[src/rtl/design_2.sv]
// Per-frequency cross-spectrum engine: reads each microphone sample A and a per-source
// reference R from BRAM, and writes A*conj(R) at full precision for each frequency bin.
module design_2 #(
    parameter int DATA_WIDTH         = 16,
    parameter int MIC_NUM            = 8,
    parameter int SOR_NUM            = 2,
    parameter int FREQ_NUM           = 257,
    parameter int BRAM_RD_ADDR_WIDTH = 32,
    parameter int BRAM_WR_ADDR_WIDTH = 32,
    parameter int BRAM_WR_WE_WIDTH   = 6,
    parameter int BRAM_RD_INCREASE   = 2,
    parameter int BRAM_WR_INCREASE   = 6,
    parameter int BRAM_RD_ADDR_BASE  = 0,
    parameter int BRAM_WR_ADDR_BASE  = 0
) (
    input  logic                                 clk,
    input  logic                                 rst_n,
    input  logic                                 start,
    input  logic signed [DATA_WIDTH-1:0]         af_bram_rd_real,
    input  logic signed [DATA_WIDTH-1:0]         af_bram_rd_imag,
    output logic                                 done,
    output logic                                 all_freq_finish,
    output logic        [BRAM_RD_ADDR_WIDTH-1:0] bram_rd_addr,
    output logic signed [3*DATA_WIDTH-1:0]       result_bram_wr_real,
    output logic signed [3*DATA_WIDTH-1:0]       result_bram_wr_imag,
    output logic        [BRAM_WR_ADDR_WIDTH-1:0] bram_wr_addr,
    output logic        [BRAM_WR_WE_WIDTH-1:0]   bram_wr_we,
    output logic                                 bram_wr_en
);

    localparam int FW = (FREQ_NUM > 1) ? $clog2(FREQ_NUM) : 1;
    localparam int SW = (SOR_NUM > 1) ? $clog2(SOR_NUM) : 1;
    localparam int MW = (MIC_NUM > 1) ? $clog2(MIC_NUM) : 1;
    localparam int PW = 2*DATA_WIDTH + 1;
    localparam int OW = 3*DATA_WIDTH;

    typedef enum logic [2:0] {IDLE, RD_REF, RD_ELEM, CALC, WRITE, FIN} state_t;

    state_t          state, next_state;
    logic            ph;
    logic [FW-1:0]   f;
    logic [SW-1:0]   s, s_n;
    logic [MW-1:0]   m, m_n;
    logic            wrap_pend;
    logic            accept, last_m, last_s, last_f;
    logic            cap_ref, cap_elem, calc_en, wr_fire, fin_set;

    logic signed [DATA_WIDTH-1:0] ref_re_p0, ref_im_p0, elem_re_p0, elem_im_p0;
    logic signed [PW-1:0]         prod_re_p1, prod_im_p1;

    function automatic logic [31:0] k_of(input logic [FW-1:0] fi, input logic [SW-1:0] si,
                                         input logic [MW-1:0] mi);
        return 32'(fi) * 32'(MIC_NUM*SOR_NUM) + 32'(si) * 32'(MIC_NUM) + 32'(mi);
    endfunction

    function automatic logic [BRAM_RD_ADDR_WIDTH-1:0] rd_addr_of(input logic [31:0] k);
        return BRAM_RD_ADDR_WIDTH'(BRAM_RD_ADDR_BASE) + BRAM_RD_ADDR_WIDTH'(k * 32'(BRAM_RD_INCREASE));
    endfunction

    function automatic logic [BRAM_WR_ADDR_WIDTH-1:0] wr_addr_of(input logic [31:0] k);
        return BRAM_WR_ADDR_WIDTH'(BRAM_WR_ADDR_BASE) + BRAM_WR_ADDR_WIDTH'(k * 32'(BRAM_WR_INCREASE));
    endfunction

    function automatic logic signed [OW-1:0] sext(input logic signed [PW-1:0] v);
        return OW'(v);
    endfunction

    assign last_m = (m == MW'(MIC_NUM-1));
    assign last_s = (s == SW'(SOR_NUM-1));
    assign last_f = (f == FW'(FREQ_NUM-1));
    // In FIN a start only counts once done is visible, so no start can slip past an unset done.
    assign accept = start && ((state == IDLE) || ((state == FIN) && done));

    always_ff @(posedge clk) begin
        if (!rst_n) state <= IDLE;
        else        state <= next_state;
    end

    always_comb begin
        next_state = state;
        case (state)
            IDLE:    if (accept) next_state = RD_REF;
            RD_REF:  if (ph) next_state = RD_ELEM;
            RD_ELEM: if (ph) next_state = CALC;
            CALC:    next_state = WRITE;
            WRITE:   next_state = last_m ? (last_s ? FIN : RD_REF) : RD_ELEM;
            FIN:     if (accept) next_state = RD_REF;
            default: next_state = IDLE;
        endcase
    end

    always_comb begin
        cap_ref  = (state == RD_REF) && ph;
        cap_elem = (state == RD_ELEM) && ph;
        calc_en  = (state == CALC);
        wr_fire  = (state == WRITE);
        fin_set  = (state == FIN) && !done;
    end

    always_comb begin
        s_n = s;
        m_n = m;
        if (accept) begin
            s_n = '0;
            m_n = '0;
        end else if (wr_fire) begin
            if (last_m) begin
                m_n = '0;
                s_n = last_s ? '0 : s + 1'b1;
            end else begin
                m_n = m + 1'b1;
            end
        end
    end

    always_ff @(posedge clk) begin
        if (!rst_n) begin
            ph              <= 1'b0;
            f               <= '0;
            s               <= '0;
            m               <= '0;
            wrap_pend       <= 1'b0;
            done            <= 1'b0;
            all_freq_finish <= 1'b0;
            bram_rd_addr    <= BRAM_RD_ADDR_WIDTH'(BRAM_RD_ADDR_BASE);
        end else begin
            ph <= ((state == RD_REF) || (state == RD_ELEM)) ? ~ph : 1'b0;
            s  <= s_n;
            m  <= m_n;
            if (wr_fire && last_m && last_s) begin
                f         <= last_f ? '0 : f + 1'b1;
                wrap_pend <= last_f;
            end
            if (accept) begin
                done            <= 1'b0;
                all_freq_finish <= 1'b0;
            end else if (fin_set) begin
                done            <= 1'b1;
                all_freq_finish <= wrap_pend;
            end
            // Address is loaded on entry so it stays put for both cycles of each read.
            if (next_state == RD_REF)
                bram_rd_addr <= rd_addr_of(k_of(f, s_n, '0));
            else if (next_state == RD_ELEM)
                bram_rd_addr <= rd_addr_of(k_of(f, s_n, m_n));
        end
    end

    // Stage p0: capture at the end of the second read cycle
    always_ff @(posedge clk) begin
        if (cap_ref) begin
            ref_re_p0 <= af_bram_rd_real;
            ref_im_p0 <= af_bram_rd_imag;
        end
        if (cap_elem) begin
            elem_re_p0 <= af_bram_rd_real;
            elem_im_p0 <= af_bram_rd_imag;
        end
    end

    // Stage p1: A * conj(R), exact in PW bits
    always_ff @(posedge clk) begin
        if (calc_en) begin
            prod_re_p1 <= PW'(elem_re_p0) * PW'(ref_re_p0) + PW'(elem_im_p0) * PW'(ref_im_p0);
            prod_im_p1 <= PW'(elem_im_p0) * PW'(ref_re_p0) - PW'(elem_re_p0) * PW'(ref_im_p0);
        end
    end

    // Stage p2: write port, one-cycle strobe
    always_ff @(posedge clk) begin
        if (!rst_n) begin
            bram_wr_en          <= 1'b0;
            bram_wr_we          <= '0;
            bram_wr_addr        <= BRAM_WR_ADDR_WIDTH'(BRAM_WR_ADDR_BASE);
            result_bram_wr_real <= '0;
            result_bram_wr_imag <= '0;
        end else begin
            bram_wr_en <= wr_fire;
            bram_wr_we <= wr_fire ? '1 : '0;
            if (wr_fire) begin
                bram_wr_addr        <= wr_addr_of(k_of(f, s, m));
                result_bram_wr_real <= sext(prod_re_p1);
                result_bram_wr_imag <= sext(prod_im_p1);
            end
        end
    end

endmodule

[config.mk]
export PLATFORM = sky130hd
export DESIGN_NAME = design_2
export DESIGN_NICKNAME = d
export VERILOG_FILES = /design/src/rtl/design_2.sv
export SDC_FILE = /design/constraint.sdc
export NUM_CORES = 2
export LEC_CHECK = 0
export CAP_MARGIN = 10
export CORE_UTILIZATION = 50
export CTS_CLUSTER_SIZE = 25
export DETAILED_ROUTE_END_ITERATION = 10
export DONT_BUFFER_PORTS = 1
export PLACE_DENSITY = 0.68
export SLEW_MARGIN = 25
export SYNTH_ARGS = -nofsm -noshare
export SYNTH_HDL_FRONTEND = slang
export SYNTH_SLANG_ARGS = --single-unit
[constraint.sdc]
create_clock -name clk -period 7.2 [get_ports clk]
set_clock_uncertainty 0.2 [all_clocks]
set_input_delay 0.72 -clock clk [delete_from_list [all_inputs] [get_ports clk]]
set_output_delay 0.72 -clock clk [all_outputs]
set_load 0.02 [all_outputs]
# Yosys cells after proc, flatten, opt, wreduce, memory -nomap -nowiden
# Cells that the tools add are included.
[classes]
reduce_logical = 15
mul = 5
shift = 0
eq_ne = 9
n_lt_le_gt_ge = 0
n_addsub = 9
bitwise_logic = 2
n_div = 0
mux = 17
[op_table]
columns = ["cell", "count"]
rows = [
  ["16-bit by 16-bit multiplier with 32-bit output", 4],
  ["32-bit 2-to-1 mux", 2],
  ["32-bit by 32-bit adder with 33-bit output", 1],
  ["32-bit by 32-bit subtractor with 33-bit output", 1],
  ["14-bit by 3-bit adder with 15-bit output", 2],
  ["13-bit by 4-bit adder with 14-bit output", 2],
  ["3-bit 2-to-1 mux", 8],
  ["15-bit by 2-bit multiplier with 17-bit output (second input constant)", 1],
  ["3-bit case mux with 5 select lines", 1],
  ["9-bit by 1-bit adder with 9-bit output (second input constant)", 1],
  ["3-bit by 2-bit == test with 1-bit output (second input constant)", 3],
  ["3-bit == test (second input constant)", 3],
  ["9-bit == test (second input constant)", 1],
  ["9-bit 2-to-1 mux", 1],
  ["1-bit logical AND", 7],
  ["3-bit by 1-bit == test with 1-bit output (second input constant)", 2],
  ["6-bit 2-to-1 mux", 1],
  ["1-bit 2-to-1 mux", 4],
  ["2-bit OR reduction", 2],
  ["3-bit by 1-bit adder with 3-bit output (second input constant)", 1],
  ["3-bit zero test", 1],
  ["1-bit logical OR", 2],
  ["1-bit inverter", 2],
  ["2-bit AND reduction", 1],
  ["3 further kinds", 3],
]
[totals]
memories = 0
ram_bits = 0
register_bits = 285
output_inout_bits = 169
latchBits = 0
mem_bits_ro = 0
inputBits = 35

# Longest topological paths before layout
[logic_depth]
word_depth = 9
depth_mapped = 28
depth_no_buf = 27

# Worst setup path before layout
# No wires, ideal clock.
[synth_path]
kind = "register to register"
start = "register ref_im_p0[0]"
end = "register prod_im_p1[32], data pin"
setup_time_ns = 0.260
path_slack_ns = -0.276
t_arrival_ns = 7.016
synth_period_minus_slack_ns = 7.476
required_ns = 6.740
path_buffers = 1
path_stages_with_launch = 27
path_cell_list = "edfxtp_1 clkbuf_1 nand2_1 inv_1 fa_1 inv_1 fa_1 inv_1 fa_1 inv_1 fa_1 fa_1 fa_1 fa_1 inv_1 fa_1 inv_1 ha_1 a21o_1 a21o_1 a21o_1 a21oi_1 o221ai_2 o21ai_2 o2111ai_1 a21oi_1 xnor2_1"
[synth_between]
elab_chain_cells = 2
[synth_lines]
columns = ["element", "line_no", "source"]
rows = [
  ["start, declared", "48", "logic signed [DATA_WIDTH-1:0] ref_re_p0, ref_im_p0, elem_re_p0, elem_im_p0;"],
  ["start signal, assigned", "153", "ref_im_p0 <= af_bram_rd_imag;"],
  ["16-bit by 16-bit multiplier with 32-bit output", "165", "prod_im_p1 <= PW'(elem_im_p0) * PW'(ref_re_p0) - PW'(elem_re_p0) * PW'(ref_im_p0);"],
  ["32-bit by 32-bit subtractor with 33-bit output", "165", ""],
  ["end signal, assigned", "165", ""],
  ["end, declared", "49", "logic signed [PW-1:0] prod_re_p1, prod_im_p1;"],
]
# No other way between the ends.
# A chain may end at the register's enable or synchronous reset.

# Final worst setup path
[layout_path]
start = "register elem_im_p0[6]"
end = "register prod_re_p1[32], data pin"
[layout_between]
elab_chain_cells = 2
[layout_lines]
columns = ["element", "line_no", "source"]
rows = [
  ["start, declared", "48", ""],
  ["start signal, assigned", "157", "elem_im_p0 <= af_bram_rd_imag;"],
  ["16-bit by 16-bit multiplier with 32-bit output", "164", "prod_re_p1 <= PW'(elem_re_p0) * PW'(ref_re_p0) + PW'(elem_im_p0) * PW'(ref_im_p0);"],
  ["32-bit by 32-bit adder with 33-bit output", "164", ""],
  ["end signal, assigned", "164", ""],
  ["end, declared", "49", ""],
]
# No other way between the ends.

==> results.toml <==
[synth]
synth-seq-cells = 245
async_flop_share_pct = 0
synth_ff_type = "edfxtp_1"
synth_top_area_share_pct = 47.2
synth_area_leaders = "fa_1 (47%), inv_1 (9.9%), ha_1 (8.3%), edfxtp_1 (7.8%), and2_1 (6.2%)"
seq_area_frac_synth_pct = 12.5
netlist_instances = 5134
synth_edf_count = 130
synth_area_per_cell_um2 = 9.70
ys_types = 69
yosysTopAreaCell = "fa_1"
synth_area_um2 = 49800
synth_warnings = 0

[cells_and_area]
fin_area_um2 = 56200
layout.cells.non_filler = 6655
syn2layout_area_growth_pct = 12.9
final_common_cell = "inv_1"
fillCellCount = 8425
drive_gt1_share_pct = 13.0
nets = 6874
final_cell_mix = "inv_1 (1268), fa_1 (1145), nand2_1 (655), and2_1 (477), buf_4 (334)"

[floorplan]
die_y_um = 318
design.core.area_um2 = 98600
die_area_um2 = 101000
die_w_um = 318
start_util_pct = 50.5
fp-row-count = 115
num_io_pins = 204

[sta]
tightest_slew_ns = 0.944
hold_violations = 0
finalSetupViolCount = 14
whs_ns = 0.0245
finalCritPeriodShare_pct = 102
fin_ws_ns = -0.109
timing.slew.headroom_pct = 37.1
rsz0062_at_grt = "true"
clock.fmax_mhz = 137
drv_slew = 0
finalCriticalPeriod_ns = 7.31
totalNegativeSetupSlack_ns = -0.886

[clock_tree]
insertion_delay_ns = 0.59
clk_pin_slew_ns = 0.07
cts.sinks = 245
clockBufferDepth = 3
cts_root_buffer = "clkbuf_16"
cts-buffers-inserted = 34
cts-htree-levels = 2
cts_tree = "yes"

[drt]
vias = 34100
drt_iter0_markers = 1931
drt-total-wl_um = 125000
drc_errors = 0
wl_per_cell_um = 18.8
antenna_left = 0
firstDrtPassIters = 7
vias_per_cell = 5.12

[run_status]
status = "finished with violations"
violations = "negative setup slack"

[global_route]
grt_pass1_wl_um = 202000
overflow = 0
antenna_found_initial = 10
top_usage_layer = "met2"
grtUsageTotal_pct = 25.9
use_met2_pct = 44.1
use_met1_pct = 32.8
met3_usage_pct = 3.66
grt_pass1_vias = 37200
grt_start_max_net_pins = 104

[critical_path]
critPathMaxStageDelay_ns = 0.58
path_cells = "buf_4, and2_1, fa_1, inv_1, fa_1, inv_1, fa_1, fa_1, fa_1, fa_1, fa_1, inv_1, fa_1, inv_1, ha_4, o21a_1, o21ai_0, nor3_2, o31ai_4, a31oi_4, o211ai_2, a311oi_1, nor2_1, xnor2_1"
cp.required_ns = 7.32
path_common_cell = "fa_1"
rr_worst_depth = 24
end_kind = "register"
r2r_setup_slack_ns = -0.11
critPathTopFamily = "adder cells"
critPathKind = "register to register"
r2r_end = "prod_re_p1[32]"
path_buf_inv = 5
crit_slowest_cell = "fa_1"
crit_arrival_ns = 7.43
worstSetupStartpointType = "register"
crit_fanout = 9
worstReg2RegStart = "elem_im_p0[6]"

[flow_run]
drv_cap = 0

[min_path]
hold_path_class = "input pin to register"
hold_end = "elem_re_p0[2]"
hold_depth = 0
min_from = "af_bram_rd_real[2]"

[placement]
port_buffers = 0
gp_congestion = 0.945
placed_cells = 6532
hpwl_um = 102000
postPlaceCellArea_um2 = 53700
## registers in the layout, indices dropped and copies added, names as in the netlist, 3 cells and up
name                 cells
ref_im_p0               16
result_bram_wr_real     33
prod_re_p1              33
bram_wr_addr            15
result_bram_wr_imag     33
elem_re_p0              16
ref_re_p0               16
state                    3
bram_rd_addr            13
f                        9
elem_im_p0              16
m                        3
prod_im_p1              33
## per-layer routing
metal / routed length, µm / share of wire (%)
met1: 48200 / 39
met2: 62300 / 50
met3: 7660 / 6.1
met4: 6690 / 5.4
met5: 93 / 0.074
## cell usage after synthesis, drive strengths merged, types with 10 or more instances
master	instances
a21boi	79
a21o	38
a21oi	71
and2	492
and3	10
buf	75
clkbuf	224
dfxtp	115
edfxtp	130
fa	1174
ha	330
inv	1312
nand2	669
nand2b	31
nand3	21
nor2	89
nor2b	13
nor3	10
o21a	11
o21ai	44
o21bai	10
xnor2	85
xor2	24
## cells by family (layout without fill, tap and decap cells)
| family | after synthesis | count (layout) | synth area share [%] |
|---|---|---|---|
| flops | 245 | 245 | 12.5 |
| other cells | 1 | 43 | 0.00753 |
| compound gates | 298 | 298 | 4.11 |
| simple gates | 1361 | 1361 | 13.3 |
| mux | 4 | 4 | 0.0829 |
| xor+xnor | 109 | 109 | 1.92 |
| fa+ha+maj | 1504 | 1504 | 55.5 |
| buf+inv | 1612 | 1804 | 12.7 |
## metrics by stage
| stage | worst slack (ns) | util (%) |
|---|---|---|
| after floorplan | 0.0174 | - |
| after global routing | -0.353 | 57.0 |
| after detailed placement | -0.300 | 54.4 |
| after global placement | -0.163 | 54.4 |
| final | -0.109 | 57.1 |
| after CTS | -0.128 | 56.1 |
## final cells by class
cell class | instances | area, µm² | area share [%]
timing repair buffer | 429 | 4120 | 7.32
antenna | 7 | 17.5 | 0.0312
tap | 1287 | 1610 | 2.86
inverter | 1313 | 4930 | 8.77
multi-input combinational | 3312 | 38200 | 68.0
sequential | 245 | 6210 | 11.0
clock buffer | 47 | 961 | 1.71
clock inverter | 15 | 135 | 0.240
## repair_timing
action	4_1_cts	5_1_grt
gates resized for setup	81	181
pin swaps	60	103
cloned	2	3
hold endpoints to repair	2	0
setup buffers	24	28
endpoints found under the setup margin	28	33
hold buffers	1	0
## worst reg2reg max path, cell delays in order, from the launching register on
cell	delay [ns]
edfxtp_1	0.49
buf_4	0.24
and2_1	0.18
fa_1	0.48
inv_1	0.05
fa_1	0.47
inv_1	0.05
fa_1	0.47
fa_1	0.58
fa_1	0.46
fa_1	0.54
fa_1	0.50
inv_1	0.05
fa_1	0.47
inv_1	0.06
ha_4	0.27
o21a_1	0.13
o21ai_0	0.12
nor3_2	0.26
o31ai_4	0.15
a31oi_4	0.24
o211ai_2	0.13
a311oi_1	0.22
nor2_1	0.09
xnor2_1	0.13
## worst max-delay path by stage
stage / startpoint / end / cells after the start
2_1_floorplan: ref_im_p0[0] / prod_im_p1[31] / 26
4_1_cts: elem_im_p0[6] / prod_im_p1[32] / 24
6_report: elem_im_p0[6] / prod_re_p1[32] / 24
3_5_place_dp: elem_re_p0[9] / prod_re_p1[32] / 25
5_1_grt: elem_im_p0[10] / prod_re_p1[32] / 24
3_3_place_gp: elem_re_p0[9] / prod_re_p1[25] / 24
Power is left out: the tool's default activity adds up to more than one toggle a clock period on the data nets, which glitch-free logic cannot reach.
